--- config.mk ---
export PLATFORM = sky130hd
export DESIGN_NAME = vc_output_port_flat
export DESIGN_NICKNAME = d
export VERILOG_FILES = /design/src/rtl/vc_output_port_if.sv /design/src/rtl/vc_output_port.sv /design/src/flat_wrapper.sv
export SDC_FILE = /design/constraint.sdc
export NUM_CORES = 1
export LEC_CHECK = 0
export CORE_ASPECT_RATIO = 1.25
export CORE_UTILIZATION = 49
export DETAILED_ROUTE_END_ITERATION = 10
export PLACE_DENSITY_LB_ADDON = 0.15
export REMOVE_ABC_BUFFERS = 1
export SLEW_MARGIN = 5
export SYNTH_ARGS = -nofsm -noshare
export SYNTH_HDL_FRONTEND = slang
export SYNTH_SLANG_ARGS = --single-unit
--- constraint.sdc ---
create_clock -name clk -period 7.4 [get_ports clk]
set_clock_uncertainty 0.05 [all_clocks]
set_input_delay 2.22 -clock clk [delete_from_list [all_inputs] [get_ports clk]]
set_output_delay 2.22 -clock clk [all_outputs]
set_load 0.03 [all_outputs]
--- src/rtl/vc_output_port_if.sv ---
// Bundle of the per-output-port router signals: request/flit bus in, grant back, flit out.
// Latency: none; this is wiring only.
// Backpressure: ro from downstream throttles so; clear tells each input when its flit was taken.
interface vc_output_port_if #(
    parameter int DATA_WIDTH = 64,
    parameter int NUM_IN     = 4
);
    logic                         polarity;
    logic [NUM_IN-1:0]            req;
    logic [NUM_IN*DATA_WIDTH-1:0] data_in;
    logic [NUM_IN-1:0]            clear;
    logic                         so;
    logic                         ro;
    logic [DATA_WIDTH-1:0]        data_out;
    logic [1:0]                   vc_full;
    logic                         empty;

    // Router side: presents requests and flits, consumes grants and the outgoing flit.
    modport master (
        output polarity, req, data_in, ro,
        input  clear, so, data_out, vc_full, empty
    );

    // Output port side.
    modport slave (
        input  polarity, req, data_in, ro,
        output clear, so, data_out, vc_full, empty
    );
endinterface

--- src/rtl/vc_output_port.sv ---
// Two-VC output port: round-robin accepts flits into VC ~polarity, sends head of VC polarity.
// Latency: a flit granted in cycle n can be sent in cycle n+1 (opposite polarity) if it is the head.
// Backpressure: so is gated by ro; a full accept VC suppresses all grants (clear stays 0).
module vc_output_port #(
    parameter int DATA_WIDTH = 64,
    parameter int NUM_IN     = 4,
    parameter int VC_DEPTH   = 2
) (
    input  logic               clk,
    input  logic               reset,
    vc_output_port_if.slave    bus
);
    localparam int PW = $clog2(NUM_IN);
    localparam int AW = (VC_DEPTH > 1) ? $clog2(VC_DEPTH) : 1;
    localparam int CW = $clog2(VC_DEPTH + 1);

    logic [PW-1:0]         r_rr  [2];
    logic [AW-1:0]         r_rd  [2];
    logic [AW-1:0]         r_wr  [2];
    logic [CW-1:0]         r_cnt [2];
    logic [DATA_WIDTH-1:0] r_mem [2][VC_DEPTH];

    logic                  w_acc;
    logic                  w_snd;
    logic [1:0]            w_full;
    logic [NUM_IN-1:0]     w_elig;
    logic [PW:0]           w_idx;
    logic                  w_gnt_vld;
    logic [PW-1:0]         w_gnt_idx;
    logic [PW-1:0]         w_rr_nxt;
    logic [NUM_IN-1:0]     w_clear;
    logic [DATA_WIDTH-1:0] w_dat;
    logic                  w_so;

    // Pointer advance that wraps at the buffer depth, which need not be a power of two.
    function automatic logic [AW-1:0] f_inc(input logic [AW-1:0] p);
        return (p == AW'(VC_DEPTH - 1)) ? '0 : p + AW'(1);
    endfunction

    assign w_acc     = ~bus.polarity;
    assign w_snd     = bus.polarity;
    assign w_full[0] = (r_cnt[0] == CW'(VC_DEPTH));
    assign w_full[1] = (r_cnt[1] == CW'(VC_DEPTH));

    // Eligibility: requesting, VC bit matches the accept VC, room in that VC, not in reset.
    always_comb begin
        w_elig = '0;
        for (int i = 0; i < NUM_IN; i++) begin
            w_elig[i] = reset && !w_full[w_acc] && bus.req[i] &&
                        (bus.data_in[i*DATA_WIDTH + DATA_WIDTH - 1] == w_acc);
        end
    end

    // Round-robin pick starting at the accept VC's pointer, plus the winning flit mux.
    always_comb begin
        w_idx     = '0;
        w_gnt_vld = 1'b0;
        w_gnt_idx = '0;
        w_clear   = '0;
        w_dat     = '0;
        for (int k = 0; k < NUM_IN; k++) begin
            w_idx = {1'b0, r_rr[w_acc]} + (PW+1)'(k);
            if (w_idx >= (PW+1)'(NUM_IN)) begin
                w_idx = w_idx - (PW+1)'(NUM_IN);
            end
            if (!w_gnt_vld && w_elig[w_idx[PW-1:0]]) begin
                w_gnt_vld = 1'b1;
                w_gnt_idx = w_idx[PW-1:0];
            end
        end
        for (int i = 0; i < NUM_IN; i++) begin
            if (w_gnt_vld && (w_gnt_idx == PW'(i))) begin
                w_clear[i] = 1'b1;
                w_dat      = bus.data_in[i*DATA_WIDTH +: DATA_WIDTH];
            end
        end
    end

    assign w_rr_nxt     = (w_gnt_idx == PW'(NUM_IN - 1)) ? '0 : w_gnt_idx + PW'(1);
    assign w_so         = (r_cnt[w_snd] != '0) && bus.ro;
    assign bus.so       = w_so;
    assign bus.clear    = w_clear;
    assign bus.data_out = w_so ? r_mem[w_snd][r_rd[w_snd]] : '0;
    assign bus.vc_full  = w_full;
    assign bus.empty    = (r_cnt[0] == '0) && (r_cnt[1] == '0);

    // Per-VC pointers, counts and arbitration pointer; push and pop never hit the same VC.
    always_ff @(posedge clk or negedge reset) begin
        if (!reset) begin
            for (int v = 0; v < 2; v++) begin
                r_rr[v]  <= '0;
                r_rd[v]  <= '0;
                r_wr[v]  <= '0;
                r_cnt[v] <= '0;
            end
        end else begin
            for (int v = 0; v < 2; v++) begin
                if (w_gnt_vld && (w_acc == 1'(v))) begin
                    r_wr[v]  <= f_inc(r_wr[v]);
                    r_rr[v]  <= w_rr_nxt;
                    r_cnt[v] <= r_cnt[v] + CW'(1);
                end else if (w_so && (w_snd == 1'(v))) begin
                    r_rd[v]  <= f_inc(r_rd[v]);
                    r_cnt[v] <= r_cnt[v] - CW'(1);
                end
            end
        end
    end

    // Flit storage; contents are only visible through the counts, so no reset needed.
    always_ff @(posedge clk) begin
        if (w_gnt_vld) begin
            r_mem[w_acc][r_wr[w_acc]] <= w_dat;
        end
    end
endmodule

--- src/flat_wrapper.sv ---
// flat-port wrapper written by rule: the top's interface ports become plain ports
module vc_output_port_flat 
#(
    parameter int DATA_WIDTH = 64,
    parameter int NUM_IN     = 4,
    parameter int VC_DEPTH   = 2
)
  (clk, reset, bus_polarity, bus_req, bus_data_in, bus_ro, bus_clear, bus_so, bus_data_out, bus_vc_full, bus_empty);
  vc_output_port_if #(.DATA_WIDTH(DATA_WIDTH), .NUM_IN(NUM_IN)) bus_i ();
  input  logic clk;
  input  logic reset;
  input wire logic [$bits(bus_i.polarity)-1:0] bus_polarity;
  input wire logic [$bits(bus_i.req)-1:0] bus_req;
  input wire logic [$bits(bus_i.data_in)-1:0] bus_data_in;
  input wire logic [$bits(bus_i.ro)-1:0] bus_ro;
  output wire logic [$bits(bus_i.clear)-1:0] bus_clear;
  output wire logic [$bits(bus_i.so)-1:0] bus_so;
  output wire logic [$bits(bus_i.data_out)-1:0] bus_data_out;
  output wire logic [$bits(bus_i.vc_full)-1:0] bus_vc_full;
  output wire logic [$bits(bus_i.empty)-1:0] bus_empty;
  assign bus_i.polarity = bus_polarity;
  assign bus_i.req = bus_req;
  assign bus_i.data_in = bus_data_in;
  assign bus_i.ro = bus_ro;
  assign bus_clear = bus_i.clear;
  assign bus_so = bus_i.so;
  assign bus_data_out = bus_i.data_out;
  assign bus_vc_full = bus_i.vc_full;
  assign bus_empty = bus_i.empty;
  vc_output_port #(.DATA_WIDTH(DATA_WIDTH), .NUM_IN(NUM_IN), .VC_DEPTH(VC_DEPTH)) u_core (.clk(clk), .reset(reset), .bus(bus_i));
endmodule
; Yosys cells after proc, flatten, opt, wreduce, memory -nomap -nowiden
; Memories as Yosys holds them, arrays and structs flattened.
; Cells that the tools add are included.
[word_totals]
reg_bits = 12
ram_bits = 256
word_cells = 149
mem_count = 1
[classes]
add_sub_neg = 16
order_cmp = 14
eq_ne = 9
muxes = 59
bitwise = 7
reduce_logical = 35
[mem_list]
columns = memory, words, width, rd, rd_clocked_by_memory_dff, wr, line
row1 = u_core.r_mem, 2, 128, 1, 0, 1, vc_output_port.sv:21  ; logic [DATA_WIDTH-1:0] r_mem [2][VC_DEPTH];
[ops]
columns = operator, count
row1 = 64-bit 2-to-1 mux, 9
row2 = 128-bit 2-to-1 mux, 1
row3 = 64-bit demux with 1-bit select, 1
row4 = 2-bit 2-to-1 mux, 19
row5 = 1-bit 2-to-1 mux, 25
row6 = 1-bit logical AND, 23
row7 = "2-bit by 3-bit < comparator with 1-bit output, second input constant", 4
row8 = "2-bit by 1-bit subtractor with 2-bit output, second input constant", 6
row9 = "3-bit >= comparator, second input constant", 3
row10 = 1-bit binary-select mux with 2-bit select, 4
row11 = "2-bit equality test, second input constant", 4
row12 = "2-bit >= comparator, second input constant", 4
row13 = 1-bit NOT with 2-bit output, 4
row14 = "2-bit by 1-bit adder with 2-bit output, second input constant", 3
row15 = "2-bit by 2-bit adder with 3-bit output, second input constant", 2
row16 = 2-bit zero test, 3
row17 = 2-bit nonzero test, 3
row18 = "1-bit adder, second input constant", 4
row19 = 1-bit equality test, 4
row20 = 1-bit zero test, 4
row21 = 2-bit AND reduction, 2
row22 = "2-bit by 1-bit adder with 3-bit output, second input constant", 1
row23 = "2-bit by 3-bit >= comparator with 1-bit output, second input constant", 1
row24 = 1-bit NOT, 3
row25 = 3 further kinds, 3

; Longest topological paths before layout
[logic_depth]
word_depth = 25
mapped_depth = 17
mapped_depth_nobuf = 11

; Worst setup path before layout
; No wires, ideal clock.
[synth_path]
kind = input -> output
start = in bus_polarity
end = out bus_clear[2]
t_arrival_ns = 4.615
required_ns = 5.130
path_slack_ns = 0.515
path_stages = 13
n_path_buf = 5
cell_sequence = buf_6 buf_12 nor2b_1 a22o_1 a31oi_1 a22oi_1 nor3b_1 ha_1 clkbuf_1 inv_1 buf_2 buf_1 nor2_1
[synth_via]
elab_chain_cells = 22
elab_cells_between_ends = 61
[synth_lines]
columns = item, line
row1 = from (decl), flat_wrapper.sv:12  ; input wire logic [$bits(bus_i.polarity)-1:0] bus_polarity;
row2 = branches (longest 20 deep; another with 2-bit by 1-bit adder with 3-bit output), --
row3 = 1-bit logical AND *, vc_output_port.sv:72  ; if (w_gnt_vld && (w_gnt_idx == PW'(i))) begin
row4 = 1-bit 2-to-1 mux *, vc_output_port.sv:72
row5 = to (decl), flat_wrapper.sv:16  ; output wire logic [$bits(bus_i.clear)-1:0] bus_clear;
; Every way passes the cells marked *. The select of a mux whose other input is x is not followed.

; Worst setup path after layout
; Same ends and word-level chain as after synthesis.

==> flow_metrics.env <==
export IMPL_status="completed"
export IMPL_via_per_inst=5.66
export IMPL_fin_crit_ns=6.88
export IMPL_nNetsFinal=1606
export IMPL_holdBufCountCts=0
export IMPL_synthAdderAreaFrac_pct=0.390
export IMPL_regToRegEndpoint="u_core.r_mem[0][99]"
export IMPL_placed_area_mm2=0.0164
export IMPL_core_area_mm2=0.0255
export IMPL_overflow=0
export IMPL_drt_antenna_violating_nets=0
export IMPL_area_growth_pct=35.4
export IMPL_crit_path_start_kind="input pin"
export IMPL_post_cts_resized=0
export IMPL_crit_top_cell="buf_4"
export IMPL_asyncSetResetFlopFracSynth_pct=4.48
export IMPL_synth_simple_gate_area_share_pct=11.3
export IMPL_die_width_um=147
export IMPL_postSynthCellCount=1046
export IMPL_final_area_mm2=0.0174
export IMPL_slowest_stage="nor3b_1"
export IMPL_rsz0062_at_grt="no"
export IMPL_synth_edf_count=256
export IMPL_drive_gt1_share_pct=7.29
export IMPL_ys_warn_count=0
export IMPL_crit_chain="buf_4 -> buf_4 -> nor2b_1 -> a32oi_1 -> a22oi_1 -> nor3b_1 -> ha_2 -> inv_2 -> nor2_1 -> buf_4"
export IMPL_hp_class="reg2reg"
export IMPL_root_buffer="clkbuf_16"
export IMPL_dieArea_mm2=0.0269
export IMPL_setup_tns_ns=0
export IMPL_p_per_area_mw_per_mm2=308
export IMPL_synth_area_mux_share_pct=5.59
export IMPL_ioPinCount=336
export IMPL_grt_pass1_vias=9696
export IMPL_clockBufferDepth=3
export IMPL_wl_per_cell_um=18.7
export IMPL_cp_startpoint="bus_polarity"
export IMPL_cts_tree="built"
export IMPL_die_h_um=183
export IMPL_grtUsageTotal_pct=23.3
export IMPL_netlist_area_mm2=0.0128
export IMPL_synth_seq_cells=268
export IMPL_fmax_mhz=145
export IMPL_utilization_pct=68.3
export IMPL_post_dp_hpwl_mm=19.9
export IMPL_r2r_slack_ns=3.04
export IMPL_grt_max_degree=97
export IMPL_synth_flop_cell="edfxtp_1"
export IMPL_finalMaxSlewViolations=0
export IMPL_cp_depth=10
export IMPL_endpoint="bus_clear[2]"
export IMPL_clock_sinks=268
export IMPL_arrival_ns=4.61
export IMPL_portBuffers=335
export IMPL_layout_cells_non_filler=1693
export IMPL_num_rows=65
export IMPL_synth_top_family_by_area="compound AO/OA/AOI/OAI gates"
export IMPL_fin_crit_sh_pct=92.9
export IMPL_synth_avg_cell_area_um2=12.3
export IMPL_clk_latency_ns=0.51
export IMPL_htree_num_levels=1
export IMPL_synth_cell_types=49
export IMPL_ff2ff_path_depth=13
export IMPL_maxSlewHeadroom_pct=33.5
export IMPL_power_uw=5360
export IMPL_crit_type="in2out"
export IMPL_grt_pass1_wl_mm=49.5
export IMPL_globalplace_congestion=0.821
export IMPL_initial_utilization_pct=50.4
export IMPL_drt_pass1_iter_count=5
export IMPL_vias=9589
export IMPL_dr_first_iter_drc_count=474
export IMPL_r2r_start="u_core.r_rr[2]"
export IMPL_critPathCaptureType="output pin"
export IMPL_setup_viol=0
export IMPL_antenna_found_initial=0
export IMPL_clkTransAtPathRegs_ns=0.06
export IMPL_post_cts_setup_buffers=0
export IMPL_cts_buffers=26
export IMPL_fill_cells=1895
export IMPL_min_delay_start="u_core.r_rr[1]"
export IMPL_drt_total_wl_mm=31.7
export IMPL_drc=0
export IMPL_seq_area_frac_synth_pct=62.2
export IMPL_antenna_cells=0
export IMPL_peakVddDrop_mv=0.181
export IMPL_worstMarginPinSlew_ns=0.998
export IMPL_cpPeakStageDelay_ns=0.44
export IMPL_final_hold_violation_count=0
export IMPL_max_cap_violations=0
export IMPL_crit_fanout=35
export IMPL_cp_top_family="buffers and inverters"
export IMPL_p_leak_uw=0.00595
export IMPL_synth_xor_area_share_pct=0.273
export IMPL_dp_cells=1645
export IMPL_synth_compound_area_share_pct=16.6
export IMPL_critPathBufInv=4
export IMPL_crit_required_ns=5.13
## per-stage QoR
| step | hold WS [ns] | worst slack, ns |
|---|---|---|
| CTS | 0.493 | 0.533 |
| detailed placement | 0.478 | 0.533 |
| global route | 0.513 | 0.295 |
| floorplan | 0.418 | -1.73 |
| finish | 0.490 | 0.525 |
| global placement | 0.462 | 0.600 |
## registers in the layout, indices dropped and copies added (netlist names)
name and count:
u_core.r_rd 2, u_core.r_rr 4, u_core.r_wr 2, u_core.r_cnt 4
u_core.r_mem 256
## synthesized netlist by cell type, types with 4 or more instances
library cell	n	area [µm²]
clkbuf_1	59	221
a31oi_1	5	31.3
nand2b_1	4	25.0
mux2i_1	66	661
a221oi_1	63	552
edfxtp_1	256	7690
a22o_1	4	35.0
nor2_1	143	537
a21oi_1	67	335
dfrtp_1	12	300
buf_2	21	105
nor2b_1	74	463
ha_1	4	50.1
buf_4	5	37.5
inv_1	10	37.5
a211oi_1	128	961
nor3_1	62	310
buf_1	7	26.3
nand2_1	10	37.5
mux2_2	5	56.3
## kinds of logic (layout without fill, tap and decap cells)
family / after synthesis / after routing
AO/OA/AOI/OAI: 291 / 291
buffers and inverters: 104 / 416
XOR/XNOR: 4 / 4
AND/OR/NAND/NOR: 304 / 304
multiplexers: 71 / 71
flip-flops: 268 / 268
adder cells (fa/ha/maj): 4 / 4
## worst reg2reg max path, cell delays in order (launching register included)
cell and delay (ns):
dfrtp_1 0.47, or4bb_1 0.50, o311ai_0 0.11, a31oi_1 0.10, o221ai_2 0.23, nor2_1 0.14
ha_2 0.21, buf_4 0.35, nor2b_4 0.69, buf_4 0.56, a221oi_1 0.18, nor3_1 0.18
a21oi_1 0.07, nor2_1 0.29
## placed cells by master (no fill, tap or decap), drive strengths merged, types with 28 or more instances in the layout
cell type | netlist | routed
clkdlybuf4s50 | 0 | 330
nor3 | 62 | 62
edfxtp | 256 | 256
buf | 35 | 28
a211oi | 128 | 128
clkbuf | 59 | 31
a21oi | 67 | 67
nor2 | 143 | 143
mux2i | 66 | 66
a221oi | 64 | 64
nor2b | 74 | 74
## where the power goes
group          switching [µW]  total [µW]  internal, µW
logic                    1030        1790           761
clock network             541        1400           863
registers                 226        2160          1940
## final cells by class
type                       instances  area [µm²]  share of cell area (%)
tap                              335         419                    2.41
clock inverter                    17         224                    1.29
timing repair buffer             358        3530                    20.3
clock buffer                      31         711                    4.09
sequential                       268        8000                    46.0
multi-input combinational        674        4470                    25.7
inverter                          10        37.5                   0.216
## per-layer routing
layer	routed length [µm]	part of all wire (%)	track usage [%]	vias to the layer above
li1	-	-	-	4658
met5	0	0	0	-
met1	12700	40	27.5	4625
met2	16800	53	43.8	274
met4	432	1.4	5.04	0
met3	1800	5.7	4.10	32
## how the worst min path moves through the flow
stage,endpoint,slack [ns],cells after the start
detailed placement,u_core.r_rr[3],0.48,1
floorplan,u_core.r_wr[0],0.42,1
finish,u_core.r_rr[1],0.49,1
global route,u_core.r_wr[0],0.51,1
global placement,u_core.r_rr[1],0.46,1
CTS,u_core.r_rr[1],0.49,1
Power figures use the tool's default switching activity.
